`config.mk`:
```
export PLATFORM = sky130hd
export DESIGN_NAME = morse_timed_decoder
export DESIGN_NICKNAME = d
export VERILOG_FILES = /design/src/rtl/morse_timed_decoder.sv
export SDC_FILE = /design/constraint.sdc
export NUM_CORES = 1
export LEC_CHECK = 0
export ABC_CLOCK_PERIOD_IN_PS = 3100
export BUFFER_PORTS_ARGS = -buffer_cell sky130_fd_sc_hd__buf_2
export CELL_PAD_IN_SITES_DETAIL_PLACEMENT = 2
export CELL_PAD_IN_SITES_GLOBAL_PLACEMENT = 2
export CORE_ASPECT_RATIO = 1.25
export CORE_MARGIN = 2
export CORE_UTILIZATION = 36
export DETAILED_ROUTE_END_ITERATION = 6
export HOLD_SLACK_MARGIN = 0.15
export PLACE_DENSITY_LB_ADDON = 0.1
export SLEW_MARGIN = 25
export SYNTH_ARGS = -nofsm -noshare
export SYNTH_HDL_FRONTEND = slang
export SYNTH_SLANG_ARGS = --single-unit
```
`constraint.sdc`:
```
create_clock -name clk -period 3.1 [get_ports clk]
set_clock_uncertainty 0.15 [all_clocks]
set_input_delay 0 -clock clk [delete_from_list [all_inputs] [get_ports clk]]
set_output_delay 0 -clock clk [all_outputs]
set_load 0.02 [all_outputs]
```
`src/rtl/morse_timed_decoder.sv`:
```
// Timed Morse decoder: measures key mark/space runs, classifies dots and dashes,
// and emits the ASCII code of each completed letter (plus optional word space).
module morse_timed_decoder #(
    parameter int unsigned UNIT_CYCLES   = 4,
    parameter int unsigned CNT_W         = 8,
    parameter int unsigned WORD_SPACE_EN = 1
) (
    input  logic       clk,
    input  logic       reset,
    input  logic       key_in,
    output logic [7:0] char_out,
    output logic       char_valid,
    output logic       err
);

    localparam logic [CNT_W-1:0] DASH_MIN   = CNT_W'(2 * UNIT_CYCLES);
    localparam logic [CNT_W-1:0] LETTER_GAP = CNT_W'(3 * UNIT_CYCLES);
    localparam logic [CNT_W-1:0] WORD_GAP   = CNT_W'(7 * UNIT_CYCLES);
    localparam logic [CNT_W-1:0] CNT_MAX    = '1;

    typedef enum logic [1:0] {IDLE, MARK, SPACE, WORD} state_t;

    state_t           state_q, state_d;
    logic [CNT_W-1:0] cnt_q, cnt_d;
    logic [4:0]       code_q, code_d;
    logic [2:0]       len_q, len_d;
    logic             ovf_q, ovf_d;
    logic [7:0]       char_q, char_d;
    logic             valid_q, valid_d;
    logic             err_q, err_d;

    logic [CNT_W-1:0] cnt_inc;
    logic             is_dot;
    logic [8:0]       lut;

    // Returns {hit, ascii}; code holds symbols LSB-first, 1 = dot, 0 = dash.
    function automatic logic [8:0] lookup(input logic [2:0] len, input logic [4:0] code);
        logic [8:0] r;
        r = {1'b0, 8'h3F};
        case ({len, code})
            {3'd2, 5'b00001}: r = {1'b1, 8'h41}; // A
            {3'd4, 5'b01110}: r = {1'b1, 8'h42}; // B
            {3'd4, 5'b01010}: r = {1'b1, 8'h43}; // C
            {3'd3, 5'b00110}: r = {1'b1, 8'h44}; // D
            {3'd1, 5'b00001}: r = {1'b1, 8'h45}; // E
            {3'd4, 5'b01011}: r = {1'b1, 8'h46}; // F
            {3'd3, 5'b00100}: r = {1'b1, 8'h47}; // G
            {3'd4, 5'b01111}: r = {1'b1, 8'h48}; // H
            {3'd2, 5'b00011}: r = {1'b1, 8'h49}; // I
            {3'd4, 5'b00001}: r = {1'b1, 8'h4A}; // J
            {3'd3, 5'b00010}: r = {1'b1, 8'h4B}; // K
            {3'd4, 5'b01101}: r = {1'b1, 8'h4C}; // L
            {3'd2, 5'b00000}: r = {1'b1, 8'h4D}; // M
            {3'd2, 5'b00010}: r = {1'b1, 8'h4E}; // N
            {3'd3, 5'b00000}: r = {1'b1, 8'h4F}; // O
            {3'd4, 5'b01001}: r = {1'b1, 8'h50}; // P
            {3'd4, 5'b00100}: r = {1'b1, 8'h51}; // Q
            {3'd3, 5'b00101}: r = {1'b1, 8'h52}; // R
            {3'd3, 5'b00111}: r = {1'b1, 8'h53}; // S
            {3'd1, 5'b00000}: r = {1'b1, 8'h54}; // T
            {3'd3, 5'b00011}: r = {1'b1, 8'h55}; // U
            {3'd4, 5'b00111}: r = {1'b1, 8'h56}; // V
            {3'd3, 5'b00001}: r = {1'b1, 8'h57}; // W
            {3'd4, 5'b00110}: r = {1'b1, 8'h58}; // X
            {3'd4, 5'b00010}: r = {1'b1, 8'h59}; // Y
            {3'd4, 5'b01100}: r = {1'b1, 8'h5A}; // Z
            {3'd5, 5'b00000}: r = {1'b1, 8'h30};
            {3'd5, 5'b00001}: r = {1'b1, 8'h31};
            {3'd5, 5'b00011}: r = {1'b1, 8'h32};
            {3'd5, 5'b00111}: r = {1'b1, 8'h33};
            {3'd5, 5'b01111}: r = {1'b1, 8'h34};
            {3'd5, 5'b11111}: r = {1'b1, 8'h35};
            {3'd5, 5'b11110}: r = {1'b1, 8'h36};
            {3'd5, 5'b11100}: r = {1'b1, 8'h37};
            {3'd5, 5'b11000}: r = {1'b1, 8'h38};
            {3'd5, 5'b10000}: r = {1'b1, 8'h39};
            default:          r = {1'b0, 8'h3F};
        endcase
        return r;
    endfunction

    always_ff @(posedge clk) begin
        if (reset) begin
            state_q <= IDLE;
            cnt_q   <= '0;
            code_q  <= '0;
            len_q   <= '0;
            ovf_q   <= 1'b0;
            char_q  <= 8'h00;
            valid_q <= 1'b0;
            err_q   <= 1'b0;
        end else begin
            state_q <= state_d;
            cnt_q   <= cnt_d;
            code_q  <= code_d;
            len_q   <= len_d;
            ovf_q   <= ovf_d;
            char_q  <= char_d;
            valid_q <= valid_d;
            err_q   <= err_d;
        end
    end

    always_comb begin
        state_d = state_q;
        cnt_d   = cnt_q;
        code_d  = code_q;
        len_d   = len_q;
        ovf_d   = ovf_q;
        char_d  = char_q;
        valid_d = 1'b0;
        err_d   = 1'b0;

        cnt_inc = (cnt_q == CNT_MAX) ? cnt_q : cnt_q + CNT_W'(1);
        is_dot  = (cnt_q < DASH_MIN);
        lut     = lookup(len_q, code_q);

        case (state_q)
            IDLE: begin
                if (key_in) begin
                    state_d = MARK;
                    cnt_d   = CNT_W'(1);
                end
            end
            MARK: begin
                if (key_in) begin
                    cnt_d = cnt_inc;
                end else begin
                    if (len_q < 3'd5) begin
                        code_d = code_q | (5'(is_dot) << len_q);
                        len_d  = len_q + 3'd1;
                    end else begin
                        ovf_d = 1'b1;
                    end
                    state_d = SPACE;
                    cnt_d   = CNT_W'(1);
                end
            end
            SPACE: begin
                if (key_in) begin
                    state_d = MARK;
                    cnt_d   = CNT_W'(1);
                end else begin
                    cnt_d = cnt_inc;
                    // Letter gap reached: emit and start watching for a word gap.
                    if (cnt_inc == LETTER_GAP) begin
                        valid_d = 1'b1;
                        if (ovf_q || !lut[8]) begin
                            char_d = 8'h3F;
                            err_d  = 1'b1;
                        end else begin
                            char_d = lut[7:0];
                        end
                        code_d  = '0;
                        len_d   = '0;
                        ovf_d   = 1'b0;
                        state_d = WORD;
                    end
                end
            end
            WORD: begin
                if (key_in) begin
                    state_d = MARK;
                    cnt_d   = CNT_W'(1);
                end else begin
                    cnt_d = cnt_inc;
                    if (cnt_inc == WORD_GAP) begin
                        if (WORD_SPACE_EN == 1) begin
                            valid_d = 1'b1;
                            char_d  = 8'h20;
                        end
                        state_d = IDLE;
                    end
                end
            end
            default: state_d = IDLE;
        endcase
    end

    assign char_out   = char_q;
    assign char_valid = valid_q;
    assign err        = err_q;

endmodule
```
==> results.md <==
* Reg clk slew, reported paths at 0.10 ns
* Yosys reg bits at 28
* Critical path class: reg2reg
* Sinks on Clock Net at 28
* Synth area leaders: dfxtp_1 (27%), a21oi_1 (6.4%), nor2_1 (4.6%)
* H-tree depth at 1
* Num CTS Buffers at 3
* Area grow syn2layout at 6.67%
* Total number of vias at 2070
* Internal power at 573 uW
* Ys async rst share at 0
* Peak Freq at 388 MHz
* Clock power frac at 0.381
* Pin count of the biggest net entering global routing at 20
* Root Buffer: clkbuf_8
* Vias per cell at 6.23
* Drt first pass iters at 4
* Grt ovf at 0
* Final cycle utilization of the critical path at 0.832
* Mapped Avg Cell Area at 7.58 um2
* Post-route setup slack at 0.520 ns
* Worst Reg-to-Reg Cells at 7
* Skew-Pair Late Insertion Delay at 0.28 ns
* Routed wire length per instance at 19.7 um
* Ys Warns at 0
* Seq. cell area at 561 um2
* Placed inst area at 2090 um2
* Die Y at 88.3 um
* Prevailing post-synth register cell: dfxtp_1
* Count of input and output buffers at 11
* Die width at 71.4 um
* GRT Util Overall at 0.226
* I/O pin count at 13
* Mapped Cells at 270
* RSZ-0062 raised after global routing: false
* Max_cap viols at 0
* Worst EP arrival at 2.66 ns
* Min cycle time layout at 2.58 ns
* Min-delay src: char_out[4]
* Initial DRC count at 132
* Row Count at 30
* Multi-input gate area at 1340 um2
* Vias in the first global route at 2255
* Startpoint Class: flop
* Worst slew pin tran at 0.928 ns
* Core ar. at 5440 um2
* Worst hold endpoint: char_out[4]
* Antenna violations before repair at 0
* VDD IR max at 0.158 mV
* Hold Crit Class: reg2reg
* Layout cells sized above 1 at 0.104
* Relative slew slack at 0.376
* Final design instance area without fill at 2180 um2
* TNS Setup at 0 ns
* Post-Syn Area at 2050 um2
* Net Sw Frac at 0.248
* TritonCTS clock tree: done
* Yosys cell types at 59
* Mapped Nets at 275
* Total wire length at 6540 um
* Reg-to-reg critical path endpoint: char_out[4]
* Final Hold Vio Count at 0
* WP data required at 3.18 ns
* Number of synthesized flops with an enable pin at 0
* Worst setup EP type: flop
* Setup Fix Bufs, Post-CTS at 0
* Dpl ws at 0.546 ns
* Final Power at 762 uW
* First-pass GRT wire length at 11300 um
* Biggest area consumer among synthesized cells: dfxtp_1
* PD cells at 349 nW/um2
* Fill count at 654
* # setup viols final at 0
* CP cell instances: ha_1 -> nand4_1 -> o32a_1 -> a211o_1 -> nor4_4 -> o21ai_2 -> a21bo_1
* Clk buf depth at 2
* Leakage at 0.000752 uW
* NetSw at 189 uW
* Setup slack on the worst flop-to-flop path at 0.52 ns
* # hold bufs at CTS at 2
* Floorplan die area at 6310 um2
* Critical path's largest stage delay at 0.45 ns
* Detailed placement HPWL at 4860 um
* Final Max Slew Viols at 0
* Gpl congestion at 0.807
* Max FO, Critical Path at 7
* Sequential share of power at 0.499
* Synth top area share at 0.274
* Sequential area share after synthesis at 0.274
* Post-layout util at 0.401
* Post-cts resize count at 0
* Crit path max-delay cell type: nor4_4
* Initial Utilization at 0.376
* Hold Path Depth at 1
* Final routed DRC violation total at 0
* Post-route ant nets at 0
* Status: completed
* Worst R2R Start: cnt_q[1]
* Comb power frac at 0.120
* Antenna fix cells at 0
* Nets at 274
[flip-flops by register name (all words and copies together) (netlist names)]
name and count:
cnt_q 8, char_out 7, code_q 5, len_q 3
state_q 2, char_valid 1, err 1, ovf_q 1
[per-layer routing]
layer | vias to the layer above | part of all wire | track usage
met4 | 0 | 0.026 | 0.0789
met5 | - | 0 | 0
met2 | 20 | 0.54 | 0.428
met3 | 11 | 0.016 | 0.0239
li1 | 1004 | - | -
met1 | 1035 | 0.42 | 0.262
[cell usage after synthesis, drive strengths merged (3+ instances only)]
cell type and number:
clkbuf 12, o21ai 8, o211ai 7, a32oi 4
nand3 9, dfxtp 28, nand2 19, a31oi 9
a22oi 3, buf 11, nand2b 8, inv 6
o32ai 3, a21oi 26, nor4 6, nor2 25
a21o 4, a22o 6, nor3 14, nor2b 15
a211oi 3
[stage by stage]
| step | hold WS [ns] | std cells |
|---|---|---|
| 6_report | 0.319 | 332 |
| 5_1_grt | 0.350 | 332 |
| 4_1_cts | 0.326 | 332 |
| 3_5_place_dp | 0.260 | 326 |
| 3_3_place_gp | 0.246 | 326 |
| 2_1_floorplan | 0.133 | 270 |
[cell usage in the layout, fill, tap and decap left out, drive strengths merged, types with 3 or more instances in the layout]
| master | instances |
|---|---|
| a211oi | 3 |
| a21o | 4 |
| nand3 | 9 |
| o21ai | 8 |
| a22o | 6 |
| a22oi | 3 |
| a21oi | 26 |
| clkbuf | 3 |
| buf | 15 |
| o32ai | 3 |
| nor2b | 15 |
| a31oi | 9 |
| o211ai | 7 |
| nor3 | 14 |
| a32oi | 4 |
| nand2b | 8 |
| dfxtp | 28 |
| nor2 | 25 |
| inv | 6 |
| nand2 | 19 |
| nor4 | 6 |
[power by group through the flow]
stage / combinational [uW] / clock, uW / sequential, uW
floorplan: 73.2 / 0 / 379
global placement: 88.0 / 0 / 388
detailed placement: 89.1 / 0 / 389
CTS: 92.0 / 301 / 380
global route: 103 / 315 / 383
finish: 91.4 / 290 / 380
[worst max path at each step]
stage	start	endpoint	depth (start not counted)
after floorplan	cnt_q[0]	char_out[4]	9
after global placement	cnt_q[1]	char_out[4]	7
after detailed placement	cnt_q[1]	char_out[4]	7
after CTS	cnt_q[1]	char_out[4]	7
after global routing	cnt_q[1]	char_out[4]	7
final	cnt_q[1]	char_out[4]	7
[final cells by class]
| class | instances | share of cell area |
|---|---|---|
| Inverter | 6 | 0.0103 |
| Clock inverter | 1 | 0.0138 |
| Tap cell | 64 | 0.0367 |
| Timing Repair Buffer | 17 | 0.0482 |
| Multi-Input combinational cell | 213 | 0.615 |
| Sequential cell | 28 | 0.257 |
| Clock buffer | 3 | 0.0189 |
[worst max-delay path: cells and delay by family, from the launching register on]
family | cells | cell delay, ns
AO/OA/AOI/OAI | 4 | 1.00
AND/OR/NAND/NOR | 2 | 0.62
flip-flops | 1 | 0.42
adder cells (fa/ha/maj) | 1 | 0.33
[logic make-up after synthesis]
kind of cell	after synthesis	synth area share
muxes	2	0.0110
buffers and inverters	29	0.0697
adders and majority gates	2	0.0122
AOI/OAI and AO/OA	90	0.307
and+or+nand+nor	116	0.316
other	1	0.00183
xor gates and xnor gates	2	0.00856
DFF	28	0.274
(Power assumes the default switching activity.)
